**config.mk**
```make
export PLATFORM = sky130hd
export DESIGN_NAME = vga_scan_ctrl
export DESIGN_NICKNAME = d
export VERILOG_FILES = /design/src/rtl/vga_timing_pkg.sv /design/src/rtl/vga_raster_cnt.sv /design/src/rtl/vga_scan_ctrl.sv
export SDC_FILE = /design/constraint.sdc
export NUM_CORES = 1
export LEC_CHECK = 0
export CORE_UTILIZATION = 43
export DETAILED_ROUTE_END_ITERATION = 12
export GPL_TIMING_DRIVEN = 0
export PLACE_DENSITY_LB_ADDON = 0.05
export SLEW_MARGIN = 30
export SYNTH_ARGS = -nofsm -noshare
export SYNTH_HDL_FRONTEND = slang
export SYNTH_SLANG_ARGS = --single-unit
```
**constraint.sdc**
```tcl
create_clock -name clk -period 1.6 [get_ports clk]
set_clock_uncertainty 0.15 [all_clocks]
set_input_delay 0.32 -clock clk [delete_from_list [all_inputs] [get_ports clk]]
set_output_delay 0.32 -clock clk [all_outputs]
set_load 0.02 [all_outputs]
```
**src/rtl/vga_timing_pkg.sv**
```systemverilog
// vga_timing_pkg
// Shared 640x480@60 Hz raster timing for the scanner, the graphics compositor
// and the game FSM. Holds the per-region widths, derived totals, sync window
// bounds, default pixel divider / compositor read latency, the coordinate and
// RGB types, and a small window-membership helper.
package vga_timing_pkg;

  // Pixel clock divider (100 MHz / 4 = 25 MHz) and compositor read latency.
  localparam int VGA_PIX_DIV  = 4;
  localparam int VGA_RD_LAT   = 2;

  // Horizontal timing, in pixels.
  localparam int VGA_H_ACTIVE = 640;
  localparam int VGA_H_FP     = 16;
  localparam int VGA_H_SYNC   = 96;
  localparam int VGA_H_BP     = 48;

  // Vertical timing, in lines.
  localparam int VGA_V_ACTIVE = 480;
  localparam int VGA_V_FP     = 10;
  localparam int VGA_V_SYNC   = 2;
  localparam int VGA_V_BP     = 33;

  localparam int VGA_H_TOTAL  = VGA_H_ACTIVE + VGA_H_FP + VGA_H_SYNC + VGA_H_BP;  // 800
  localparam int VGA_V_TOTAL  = VGA_V_ACTIVE + VGA_V_FP + VGA_V_SYNC + VGA_V_BP;  // 525

  // Sync windows are half-open: [start, end).
  localparam int VGA_HS_START = VGA_H_ACTIVE + VGA_H_FP;          // 656
  localparam int VGA_HS_END   = VGA_HS_START + VGA_H_SYNC;        // 752
  localparam int VGA_VS_START = VGA_V_ACTIVE + VGA_V_FP;          // 490
  localparam int VGA_VS_END   = VGA_VS_START + VGA_V_SYNC;        // 492

  localparam int VGA_CW = 10;

  typedef logic [VGA_CW-1:0] coord_t;

  typedef struct packed {
    logic [3:0] r;
    logic [3:0] g;
    logic [3:0] b;
  } rgb_t;

  // True when c lies in the half-open window [lo, hi).
  function automatic logic in_window(coord_t c, int lo, int hi);
    return (int'(c) >= lo) && (int'(c) < hi);
  endfunction

endpackage

```
**src/rtl/vga_raster_cnt.sv**
```systemverilog
// vga_raster_cnt
// Pixel-rate divider plus horizontal/vertical scan counters.
// Ports:
//   clk, rst_n       system clock, async active-low reset
//   h_cnt, v_cnt     current scan position
//   h_nxt, v_nxt     position the counters move to on the next pix_tick
//   pix_tick         high on the last system clock of each pixel period
//   frame_cond       current pixel is the last one of the last active line
module vga_raster_cnt
  import vga_timing_pkg::*;
#(
  parameter int PIX_DIV  = VGA_PIX_DIV,
  parameter int H_TOTAL  = VGA_H_TOTAL,
  parameter int V_TOTAL  = VGA_V_TOTAL,
  parameter int V_ACTIVE = VGA_V_ACTIVE
) (
  input  logic   clk,
  input  logic   rst_n,
  output coord_t h_cnt,
  output coord_t v_cnt,
  output coord_t h_nxt,
  output coord_t v_nxt,
  output logic   pix_tick,
  output logic   frame_cond
);

  localparam int DW = (PIX_DIV > 1) ? $clog2(PIX_DIV) : 1;

  logic [DW-1:0] div_cnt;
  logic          h_wrap;
  logic          v_wrap;

  assign pix_tick   = (div_cnt == DW'(PIX_DIV - 1));
  assign h_wrap     = (h_cnt == coord_t'(H_TOTAL - 1));
  assign v_wrap     = (v_cnt == coord_t'(V_TOTAL - 1));

  // Line wrap and frame wrap resolve together: (H_TOTAL-1, V_TOTAL-1) -> (0,0).
  assign h_nxt      = h_wrap ? '0 : h_cnt + 1'b1;
  assign v_nxt      = !h_wrap ? v_cnt : (v_wrap ? '0 : v_cnt + 1'b1);

  // Leaving the final pixel of the last active line: vertical blanking begins.
  assign frame_cond = h_wrap && (v_cnt == coord_t'(V_ACTIVE - 1));

  always_ff @(posedge clk or negedge rst_n) begin
    if (!rst_n) begin
      div_cnt <= '0;
      h_cnt   <= '0;
      v_cnt   <= '0;
    end else begin
      div_cnt <= pix_tick ? '0 : div_cnt + 1'b1;
      if (pix_tick) begin
        h_cnt <= h_nxt;
        v_cnt <= v_nxt;
      end
    end
  end

endmodule

```
**src/rtl/vga_scan_ctrl.sv**
```systemverilog
// vga_scan_ctrl
// VGA raster scanner and pixel fetcher in front of the graphics compositor.
// Presents the scan coordinate to graphics, captures the returned RGB at the
// end of each pixel period and drives blanked RGB, active-low syncs, an
// active flag and a once-per-frame tick.
// Ports:
//   clk, rst_n               system clock, async active-low reset
//   i_r, i_g, i_b            RGB from graphics for o_x_read/o_y_read
//   o_x_read, o_y_read       current scan coordinate (unclamped in blanking)
//   o_r, o_g, o_b            pin RGB, zero outside the active area
//   o_hs, o_vs               active-low sync
//   o_active                 pixel on the pins is inside the active area
//   o_frame_tick             one-clock pulse entering vertical blanking
// Pin outputs trail o_x_read/o_y_read by one pixel period; they all come from
// the same register stage so they stay mutually aligned.
// Graphics RGB is only sampled at the end of a pixel period, so RD_LAT must be
// smaller than PIX_DIV for the compositor output to have settled.
module vga_scan_ctrl
  import vga_timing_pkg::*;
#(
  parameter int PIX_DIV  = VGA_PIX_DIV,
  parameter int RD_LAT   = VGA_RD_LAT,
  parameter int H_ACTIVE = VGA_H_ACTIVE,
  parameter int H_FP     = VGA_H_FP,
  parameter int H_SYNC   = VGA_H_SYNC,
  parameter int H_BP     = VGA_H_BP,
  parameter int V_ACTIVE = VGA_V_ACTIVE,
  parameter int V_FP     = VGA_V_FP,
  parameter int V_SYNC   = VGA_V_SYNC,
  parameter int V_BP     = VGA_V_BP
) (
  input  logic       clk,
  input  logic       rst_n,
  input  logic [3:0] i_r,
  input  logic [3:0] i_g,
  input  logic [3:0] i_b,
  output logic [9:0] o_x_read,
  output logic [9:0] o_y_read,
  output logic [3:0] o_r,
  output logic [3:0] o_g,
  output logic [3:0] o_b,
  output logic       o_hs,
  output logic       o_vs,
  output logic       o_active,
  output logic       o_frame_tick
);

  localparam int H_TOTAL  = H_ACTIVE + H_FP + H_SYNC + H_BP;
  localparam int V_TOTAL  = V_ACTIVE + V_FP + V_SYNC + V_BP;
  localparam int HS_START = H_ACTIVE + H_FP;
  localparam int HS_END   = HS_START + H_SYNC;
  localparam int VS_START = V_ACTIVE + V_FP;
  localparam int VS_END   = VS_START + V_SYNC;

  generate
    if (RD_LAT >= PIX_DIV || H_TOTAL > 1023 || V_TOTAL > 1023) begin : g_param_check
      $error("vga_scan_ctrl: RD_LAT must be < PIX_DIV and totals must fit 10 bits");
    end
  endgenerate

  coord_t h_cnt;
  coord_t v_cnt;
  coord_t h_nxt;
  coord_t v_nxt;
  logic   pix_tick;
  logic   frame_cond;
  logic   pix_active;
  rgb_t   pin_rgb;

  vga_raster_cnt #(
    .PIX_DIV  (PIX_DIV),
    .H_TOTAL  (H_TOTAL),
    .V_TOTAL  (V_TOTAL),
    .V_ACTIVE (V_ACTIVE)
  ) u_raster (
    .clk        (clk),
    .rst_n      (rst_n),
    .h_cnt      (h_cnt),
    .v_cnt      (v_cnt),
    .h_nxt      (h_nxt),
    .v_nxt      (v_nxt),
    .pix_tick   (pix_tick),
    .frame_cond (frame_cond)
  );

  // Classification of the pixel whose period is ending on this pix_tick.
  assign pix_active = (int'(h_cnt) < H_ACTIVE) && (int'(v_cnt) < V_ACTIVE);

  always_ff @(posedge clk or negedge rst_n) begin
    if (!rst_n) begin
      o_x_read     <= '0;
      o_y_read     <= '0;
      pin_rgb      <= '0;
      o_hs         <= 1'b1;
      o_vs         <= 1'b1;
      o_active     <= 1'b0;
      o_frame_tick <= 1'b0;
    end else begin
      o_frame_tick <= pix_tick && frame_cond;
      if (pix_tick) begin
        // Coordinate registers load the counters' next value so they track
        // h_cnt/v_cnt exactly and hold each value for PIX_DIV clocks.
        o_x_read <= h_nxt;
        o_y_read <= v_nxt;
        // Capture stage: the ending pixel moves onto the pins.
        pin_rgb  <= pix_active ? rgb_t'({i_r, i_g, i_b}) : '0;
        o_hs     <= !in_window(h_cnt, HS_START, HS_END);
        o_vs     <= !in_window(v_cnt, VS_START, VS_END);
        o_active <= pix_active;
      end
    end
  end

  assign o_r = pin_rgb.r;
  assign o_g = pin_rgb.g;
  assign o_b = pin_rgb.b;

endmodule

```
==> flow_summary.ini, run 1 <==
[place]
place_area_um2 = 2370
gpl.final_weighted_congestion = 0.820
dp_cells = 255
io_buffers = 49
hpwl_um = 2750

[final_layout]
nFillCells = 325
final_util_pct = 67.6
fin_nets = 252
syn_to_final_growth_pct = 51.9
drive_gt1_share_pct = 35.0
fin_area_um2 = 2700
finalNonFillerCells = 284
antennaDiodeCount = 0

[global_routing]
grt_pass1_wl_um = 6930
grt_pass1_vias = 1506
grt_start_max_net_pins = 26
globalRouteOverflowTotal = 0
grt_usage_pct = 21.2
number_of_antenna_violations_at_the_first_check_in_global_routing = 0

[worst_setup_path]
critical_path_required_ns = 1.63
cells_traversed_along_the_worst_timing_path = ha_4 -> nand4bb_4 -> nor3_4 -> buf_6 -> nand2_1 -> mux2_2
criticalPathCategory = reg -> reg
critical_path.max_fanout = 4
worst_path_bufs_invs = 1
worst_path_max_delay_cell = dfrtp_2
cpPeakStageDelay_ns = 0.40
timing.critical_path.max_delay_family = simple AND/OR/NAND/NOR gates
crit_arrival_ns = 1.68
timing.critical_path.from_type = flop
worst_setup_path_end_kind = flop

[sta]
timing.final.crit_period_ns = 1.65
slew-limit-headroom_pct = 72.4
setup_violations = 3
final_max_slew_violation_count = 0
final_min_period_over_clock_period_pct = 103
fmax_mhz = 606
grt_setup_unrepaired = yes
final_hold_viol_count = 0
tightest_slew_ns = 0.414
setup_ws_final_ns = -0.0514
timing.hold.ws_ns = 0.301

[clock_tree]
ctsLongestPathBuffers = 2
clock-sinks = 38
h-tree-depth = 2
cts_tree = done
cts_buffers = 5
clock_latency_ns = 0.29
cts.clk_slew.worst_paths_ns = 0.07
clk_root_buffer_cell = clkbuf_8

[die]
initial_utilization_pct = 44.5
row_count = 23
placeableCoreArea_um2 = 4000
die-width_um = 66.3
die_area_um2 = 4400
floorplan.die.height_um = 66.3
boundaryPins = 50

[synth]
yosysSeqAreaShare_pct = 53.5
synth_cell_types = 40
syn-mean-instance-area_um2 = 11.5
synth_cells = 155
syn_area_um2 = 1780
synth.ff_latch_count = 38
yosys_warnings = 0
synthesis.nets = 174

[detailed_routing]
via_cell_ratio = 5.28
initialDrtViolationCount = 57
detailroute.via_count = 1499
route.final.wire_length_um = 4330
final_antenna_net_count = 0
drc_errors = 0
routedWlPerCell_um = 15.3
detail_route.first_pass.iterations = 4

[pwr]
post-layout-total-power_mw = 2.10
vdd.ir_drop.worst_uv = 481
power.leakage_nw = 1.20
power.density_cell_area_nw_per_um2 = 776

[run_status]
violations = setup timing
outcome = complete, but fails checks

[flow_run]
cap_viol_max_count = 0

[worst_hold_path]
timing.hold.worst.class = in -> async
-- area by class of cell --
class,instances,area (µm²),share of cell area [%]
Buffer,5,46.3,1.71
Clock inverter,2,60.1,2.22
Inverter,8,30.0,1.11
Tap cell,50,62.6,2.31
Timing Repair Buffer,71,611,22.6
Sequential cell,38,970,35.9
Multi-Input combinational cell,104,842,31.1
Clock buffer,6,82.6,3.05
-- synth_stat cells --
library cell	instances	share of area (%)
a21o_1	1	0.42
a21oi_1	4	1.1
a22o_1	13	6.4
a31oi_1	1	0.35
a41oi_1	1	0.49
and2_1	1	0.35
and3_1	3	1.1
and4b_1	1	0.56
and4bb_2	1	0.70
buf_2	1	0.28
buf_6	1	0.63
clkbuf_1	2	0.42
clkbuf_2	1	0.28
dfrtp_1	36	51
dfstp_2	2	3.0
ha_1	5	3.5
inv_1	8	1.7
mux2_2	1	0.63
mux2i_1	1	0.56
nand2_1	12	2.5
nand2b_1	1	0.35
nand3_1	7	2.0
nand3_4	1	0.98
nand3b_1	1	0.42
nand4_1	4	1.4
nand4b_1	1	0.49
nand4bb_4	1	1.5
nor2_1	10	2.1
nor2b_1	1	0.35
nor3_1	5	1.4
nor3_4	1	0.91
nor4_1	3	1.1
nor4_4	2	2.4
o21ai_0	3	0.84
o22a_2	1	0.56
o22ai_1	2	0.70
o31ai_1	2	0.84
or2_2	1	0.35
or3_1	1	0.35
xnor2_1	11	5.4
-- through the flow --
step                TNS [ns]  setup WS (ns)
finish               -0.0894        -0.0514
global route          -0.737         -0.135
CTS                   -0.194        -0.0817
detailed placement     -3.21         -0.322
global placement      -33.29         -0.937
floorplan             -0.387         -0.130
-- cell usage in the layout (no fill, tap or decap), drive strengths merged, types with 2 or more instances in the layout --
| cell type | instances |
|---|---|
| a21oi | 4 |
| a22o | 13 |
| and3 | 3 |
| buf | 26 |
| bufinv | 2 |
| clkbuf | 17 |
| clkdlybuf4s15 | 5 |
| clkdlybuf4s50 | 12 |
| dfrtp | 36 |
| dfstp | 2 |
| dlygate4sd2 | 21 |
| ha | 5 |
| inv | 8 |
| nand2 | 12 |
| nand3 | 8 |
| nand4 | 4 |
| nor2 | 10 |
| nor3 | 6 |
| nor4 | 5 |
| o21ai | 3 |
| o22ai | 2 |
| o31ai | 2 |
| xnor2 | 11 |
-- layer usage --
layer	global-route usage (%)	up-vias	wire, µm
li1	-	716	-
met1	25.6	721	1780
met2	35.1	53	2180
met3	6.90	9	280
met4	7.98	0	86
met5	0	-	0
-- final timing paths --
path                                   start                 to  slack [ns]  cells past startpoint
setup / recovery           u_raster.h_cnt[1]  u_raster.v_cnt[4]       -0.05                      6
hold / removal                         rst_n             o_r[2]        0.30                      2
setup reg to reg           u_raster.h_cnt[1]  u_raster.v_cnt[4]       -0.05                      6
hold reg to reg                     o_active           o_active        0.33                      1
max in group asynchronous              rst_n               o_hs        0.49                      3
min in group clk                    o_active           o_active        0.33                      1
-- report_power, final --
part	leakage [nW]	switching, mW	internal [mW]
sequential	0.456	0.00751	0.975
clock	0.0714	0.337	0.665
combinational	0.676	0.0531	0.0600
total	1.20	0.398	1.70
-- cell families (layout without fill, tap and decap cells) --
group / after synthesis / after routing / share of synthesized area [%]
AOI/OAI and AO/OA: 28 / 28 / 11.7
muxes: 2 / 2 / 1.19
and+or+nand+nor: 58 / 58 / 21.3
buffers and inverters: 13 / 92 / 3.30
xor gates and xnor gates: 11 / 11 / 5.41
adders and majority gates: 5 / 5 / 3.51
DFF: 38 / 38 / 53.5
-- what timing repair did --
action,in CTS,in global routing
hold buffers,1,0
buffers inserted,13,7
pin swaps,7,12
hold endpoints to repair,13,0
setup endpoints to repair,62,36
gates resized for setup,59,35
-- sequential cells by signal (all words and copies together) (netlist names) --
register,count
o_active,1
o_b,4
o_frame_tick,1
o_g,4
o_hs,1
o_r,4
o_vs,1
u_raster.div_cnt,2
u_raster.h_cnt,10
u_raster.v_cnt,10
Note: power is estimated with default switching activity, not from simulation.
==> run 2: changes to the inputs <==
CORE_UTILIZATION = 55   (was 43)
DONT_BUFFER_PORTS = 1   (was unset)
==> flow_summary.ini, run 2 (synthesized netlist as in run 1, its figures left out) <==
[worst_setup_path]
regToRegSetupSlack_ns = -0.19
cells_traversed_along_the_worst_timing_path = nand3b_1 -> nor3_4 -> buf_6 -> nand2_1 -> mux2_2
worst_path_max_delay_cell = dfrtp_2
timing.critical_path.max_delay_family = simple AND/OR/NAND/NOR gates
timing.critical_path.from_type = flop
crit_path_start = u_raster.h_cnt[7]
crit_arrival_ns = 1.89
worst_setup_path_end_kind = flop
critical_path_required_ns = 1.70
worstReg2RegEnd = u_raster.v_cnt[4]
worst_path_bufs_invs = 1
cpPeakStageDelay_ns = 0.51
critical_path.max_fanout = 6
reg2reg_from = u_raster.h_cnt[7]
criticalPathCategory = reg -> reg
worst_r2r_path_depth = 5
endpoint = u_raster.v_cnt[4]
path_depth = 5

[global_routing]
globalRouteOverflowTotal = 0
grt_usage_pct = 24.7
grt_most_used_layer = met2
grt_pass1_vias = 1323
grt_start_max_net_pins = 39
groute.layer.met3.usage_pct = 6.59
grtUsageMet1_pct = 30.5
globalRouteMet2Util_pct = 40.7
number_of_antenna_violations_at_the_first_check_in_global_routing = 0
grt_pass1_wl_um = 6210

[die]
row_count = 20
die_area_um2 = 3470
placeableCoreArea_um2 = 3050
die-width_um = 58.9
boundaryPins = 50
initial_utilization_pct = 58.3
floorplan.die.height_um = 58.9

[clock_tree]
clock_latency_ns = 0.35
h-tree-depth = 2
cts_tree = done
ctsLongestPathBuffers = 2
cts_buffers = 5
clock-sinks = 38
clk_root_buffer_cell = clkbuf_4
cts.clk_slew.worst_paths_ns = 0.12

[sta]
setup_ws_final_ns = -0.193
tightest_slew_ns = 0.470
final_max_slew_violation_count = 0
setup_tns_ns = -3.00
final_min_period_over_clock_period_pct = 112
grt_setup_unrepaired = yes
slew-limit-headroom_pct = 68.7
final_hold_viol_count = 0
timing.final.crit_period_ns = 1.79
fmax_mhz = 558
setup_violations = 27

[detailed_routing]
final_antenna_net_count = 0
initialDrtViolationCount = 95
route.final.wire_length_um = 3860
detailroute.via_count = 1320
drc_errors = 0
routedWlPerCell_um = 16.8
detail_route.first_pass.iterations = 4
via_cell_ratio = 5.74

[pwr]
post-layout-total-power_mw = 1.73
vdd.ir_drop.worst_uv = 493
power.density_cell_area_nw_per_um2 = 762
power.leakage_nw = 0.923

[final_layout]
most-common-layout-cells = 21 x dfrtp_1, 15 x dfrtp_2, 13 x a22o_1, 13 x dlygate4sd3_1, 11 x nand2_1
largest_registers = u_raster.h_cnt (10), u_raster.v_cnt (10)
finalNonFillerCells = 230
drive_gt1_share_pct = 33.9
fin_area_um2 = 2270
syn_to_final_growth_pct = 27.4
fin_nets = 204
antennaDiodeCount = 0
most_common_library_cell_in_the_layout_ignoring_fill_and_taps = dfrtp_1

[place]
dp_cells = 199
hpwl_um = 2420
place_area_um2 = 1860
dp_slack_ns = -0.356
io_buffers = 0
gpl.final_weighted_congestion = 0.812

[run_status]
violations = setup timing
outcome = complete, but fails checks

[worst_hold_path]
timing.hold.worst.class = in -> async

[flow_run]
cap_viol_max_count = 0
==> run 2: worst min-delay path by stage <==
| stage | end | slack, ns | depth (start not counted) |
|---|---|---|---|
| final | o_r[3] | 0.27 | 2 |
| after global routing | o_r[3] | 0.28 | 2 |
| after floorplan | o_active | -0.13 | 0 |
| after CTS | o_r[3] | 0.25 | 2 |
| after detailed placement | u_raster.h_cnt[1] | -0.12 | 0 |
| after global placement | u_raster.h_cnt[0] | -0.12 | 0 |
==> run 2: layer usage <==
layer,wire length (µm),vias up
met4,66,0
met2,1950,45
li1,-,622
met3,227,8
met1,1620,645
met5,0,-
==> run 2: worst reg2reg max path, stage by stage (launching register included) <==
cell	delay (ns)
dfrtp_2	0.51
nand3b_1	0.32
nor3_4	0.26
buf_6	0.14
nand2_1	0.05
mux2_2	0.27
==> run 2: final cells by class <==
class / count / area, µm²
Inverter: 8 / 30.0
Clock inverter: 3 / 45.0
Buffer: 5 / 38.8
Clock buffer: 5 / 37.5
Sequential cell: 38 / 972
Fill cell: 233 / 785
Multi-Input combinational cell: 104 / 861
Tap cell: 44 / 55.1
Timing Repair Buffer: 23 / 229
==> run 2: what timing repair did <==
| item | in CTS | in global routing |
|---|---|---|
| buffers inserted | 8 | 2 |
| hold buffers | 14 | 0 |
| cloned | 0 | 0 |
| hold endpoints to repair | 50 | 0 |
| pin swaps | 9 | 8 |
| gates resized for setup | 14 | 22 |
| endpoints found under the setup margin | 27 | 34 |
==> run 2: stage by stage <==
stage | hold slack, ns | utilization, %
after floorplan | -0.126 | -
after global placement | -0.125 | 60.9
after detailed placement | -0.125 | 60.9
after CTS | 0.251 | 71.6
after global routing | 0.276 | 74.3
final | 0.267 | 74.3
==> run 2: where the power goes <==
group	total (mW)	switching (mW)	internal, mW
registers	1.01	0.0317	0.975
clock network	0.653	0.326	0.328
logic	0.0675	0.0286	0.0389
total	1.73	0.386	1.34
==> run 3: changes to the inputs <==
ABC_AREA = 1   (was unset)
CORE_UTILIZATION = 56   (was 55)
TNS_END_PERCENT = 10   (was unset)
==> flow_summary.ini, run 3 <==
[sta]
final_min_period_over_clock_period_pct = 105
grt_setup_unrepaired = yes
tightest_slew_ns = 0.368
timing.hold.ws_ns = 0.280
final_max_slew_violation_count = 0
slew-limit-headroom_pct = 75.5
setup_tns_ns = -0.154
fmax_mhz = 595
setup_violations = 4
setup_ws_final_ns = -0.0798
timing.final.crit_period_ns = 1.68
final_hold_viol_count = 0

[final_layout]
antennaDiodeCount = 0
largest_registers = u_raster.h_cnt (10), u_raster.v_cnt (10)
fin_area_um2 = 2370
final_util_pct = 75.9
drive_gt1_share_pct = 30.3
fin_nets = 282
syn_to_final_growth_pct = 25.4
most_common_library_cell_in_the_layout_ignoring_fill_and_taps = nand2_1
nFillCells = 217
most-common-layout-cells = 66 x nand2_1, 19 x inv_1, 19 x dfrtp_2, 17 x nor2_1, 17 x dfrtp_1

[global_routing]
grt_start_max_net_pins = 39
number_of_antenna_violations_at_the_first_check_in_global_routing = 0
grt_pass1_vias = 1526
grt_pass1_wl_um = 6780
globalRouteOverflowTotal = 0
grt_usage_pct = 25.7

[worst_hold_path]
hold_path_end = u_raster.div_cnt[0]
hold_depth = 1
timing.hold.worst.class = reg -> reg
hp-start = u_raster.div_cnt[0]

[detailed_routing]
final_antenna_net_count = 0
top_layer_used = met4
routedWlPerCell_um = 15.0
initialDrtViolationCount = 90
met3WireLength_um = 389
detail_route.first_pass.iterations = 4
drc_errors = 0
detailroute.via_count = 1710
met1_length_um = 1880
route.final.wire_length_um = 4630
via_cell_ratio = 5.55
route.met2.wl_um = 2270

[synth]
yosysSeqAreaShare_pct = 50.4
syn-mean-instance-area_um2 = 8.12
yosys_warnings = 0
synth-edff-count = 0
synthesis.nets = 252
synth_cells = 233
ys_async_sr_fraction_pct = 100
post_synth_main_area_contributors = dfrtp_1 48%, nand2_1 14%, inv_1 5.4%
yosysTopAreaCellShare_pct = 47.6
yosys-top-cells-count = 71 x nand2_1, 36 x dfrtp_1, 27 x inv_1, 27 x nor2_1, 16 x nand3_1
synth_cell_types = 30
synth.most_common_cell = nand2_1
synthDominantAreaCellType = dfrtp_1
syn_area_um2 = 1890
synth.ff_latch_count = 38
synth_flop_cell = dfrtp_1

[worst_setup_path]
worstReg2RegEnd = u_raster.h_cnt[5]
criticalPathCategory = reg -> reg
timing.critical_path.from_type = flop
critical_path.max_fanout = 9
worst_setup_path_end_kind = flop
regToRegSetupSlack_ns = -0.08
worst_r2r_path_depth = 8
crit_arrival_ns = 1.79
reg2reg_from = u_raster.div_cnt[0]
critical_path_required_ns = 1.71

[clock_tree]
cts_tree = done
cts.clk_slew.worst_paths_ns = 0.11
h-tree-depth = 2
clock-sinks = 38
ctsLongestPathBuffers = 2
cts_buffers = 5
clock_latency_ns = 0.34
clk_root_buffer_cell = clkbuf_4

[pwr]
power_switching_share_pct = 23.6
pwr-share-seq_pct = 63.0
power.leakage_nw = 1.11
power.combinational.fraction_pct = 4.2
post-layout-total-power_mw = 1.60
vdd.ir_drop.worst_uv = 529
p_int_mw = 1.22
net-switching-power_mw = 0.376
power.density_cell_area_nw_per_um2 = 672
pwr-share-clk_pct = 32.8

[die]
die_area_um2 = 3620
floorplan.die.height_um = 60.1
boundaryPins = 50
placeableCoreArea_um2 = 3130
row_count = 20
initial_utilization_pct = 60.5
die-width_um = 60.1

[place]
io_buffers = 0
place_area_um2 = 1950
hpwl_um = 2740
gpl.final_weighted_congestion = 0.830

[run_status]
violations = setup timing
outcome = complete, but fails checks

[flow_run]
cap_viol_max_count = 0
-- run 3: cell count changes after synthesis, moves of 4 or more --
cell,change
nand2_1,+59
o21ai_0,+7
nand3_1,+9
xor2_1,+4
o21ai_1,+4
xnor2_1,-10
a22o_1,-13
inv_1,+19
nor2_1,+17
-- run 3: critical path, stage by stage, from the launching register on --
cell and delay (ns):
dfrtp_1 0.36, ha_1 0.14, buf_4 0.15, inv_2 0.04, nor2_1 0.24, nand2_1 0.12
inv_1 0.13, nand2_1 0.08, a21oi_1 0.19
-- run 3: area by class of cell --
cell class	count	area (µm²)	share of cell area (%)
inverter	28	108	4.53
clock buffer	6	51.3	2.16
clock inverter	2	12.5	0.527
sequential	38	977	41.1
multi-input combinational	161	895	37.7
tap	44	55.1	2.32
buffer	6	58.8	2.48
timing repair buffer	23	218	9.17
-- run 3: worst max path at each step --
stage                                   end  slack (ns)                start
after floorplan           u_raster.v_cnt[0]        0.03    u_raster.h_cnt[1]
after global placement    u_raster.v_cnt[6]       -0.14    u_raster.v_cnt[0]
after detailed placement  u_raster.v_cnt[6]       -0.19    u_raster.v_cnt[1]
after CTS                 u_raster.v_cnt[6]      -0.003    u_raster.v_cnt[0]
after global routing      u_raster.h_cnt[5]       -0.19  u_raster.div_cnt[0]
final                     u_raster.h_cnt[5]       -0.08  u_raster.div_cnt[0]
-- run 3: what timing repair did --
item / 4_1_cts / 5_1_grt
hold endpoints to repair: 50 / 0
gates resized for setup: 28 / 39
endpoints found under the setup margin: 23 / 28
buffers inserted: 1 / 7
pin swaps: 4 / 16
hold buffers: 14 / 0
cloned: 0 / 1
-- run 3: metal layers --
metal	vias up	track usage, %
met1	812	31.0
met5	-	0
met2	87	43.3
li1	798	-
met4	0	8.64
met3	13	7.79
-- run 3: logic make-up after synthesis --
family | share of synthesized area (%)
AND/OR/NAND/NOR | 29.9
XOR/XNOR | 2.31
buffers and inverters | 8.46
flip-flops | 50.4
adder cells (fa/ha/maj) | 3.30
multiplexers | 0.529
AO/OA/AOI/OAI | 5.09
-- run 3: power by group through the flow --
stage	clock network (mW)	logic [mW]	registers, mW
final	0.523	0.0664	1.01
after global routing	0.583	0.0736	1.01
after CTS	0.540	0.0658	1.01
after detailed placement	0	0.0152	1.02
after global placement	0	0.0131	1.02
after floorplan	0	0.0119	1.02
-- run 3: metrics by stage --
step | cells | worst slack [ns]
after global placement | 277 | -0.137
after floorplan | 233 | 0.0343
after CTS | 300 | -0.00338
after global routing | 308 | -0.186
after detailed placement | 277 | -0.192
final | 308 | -0.0798
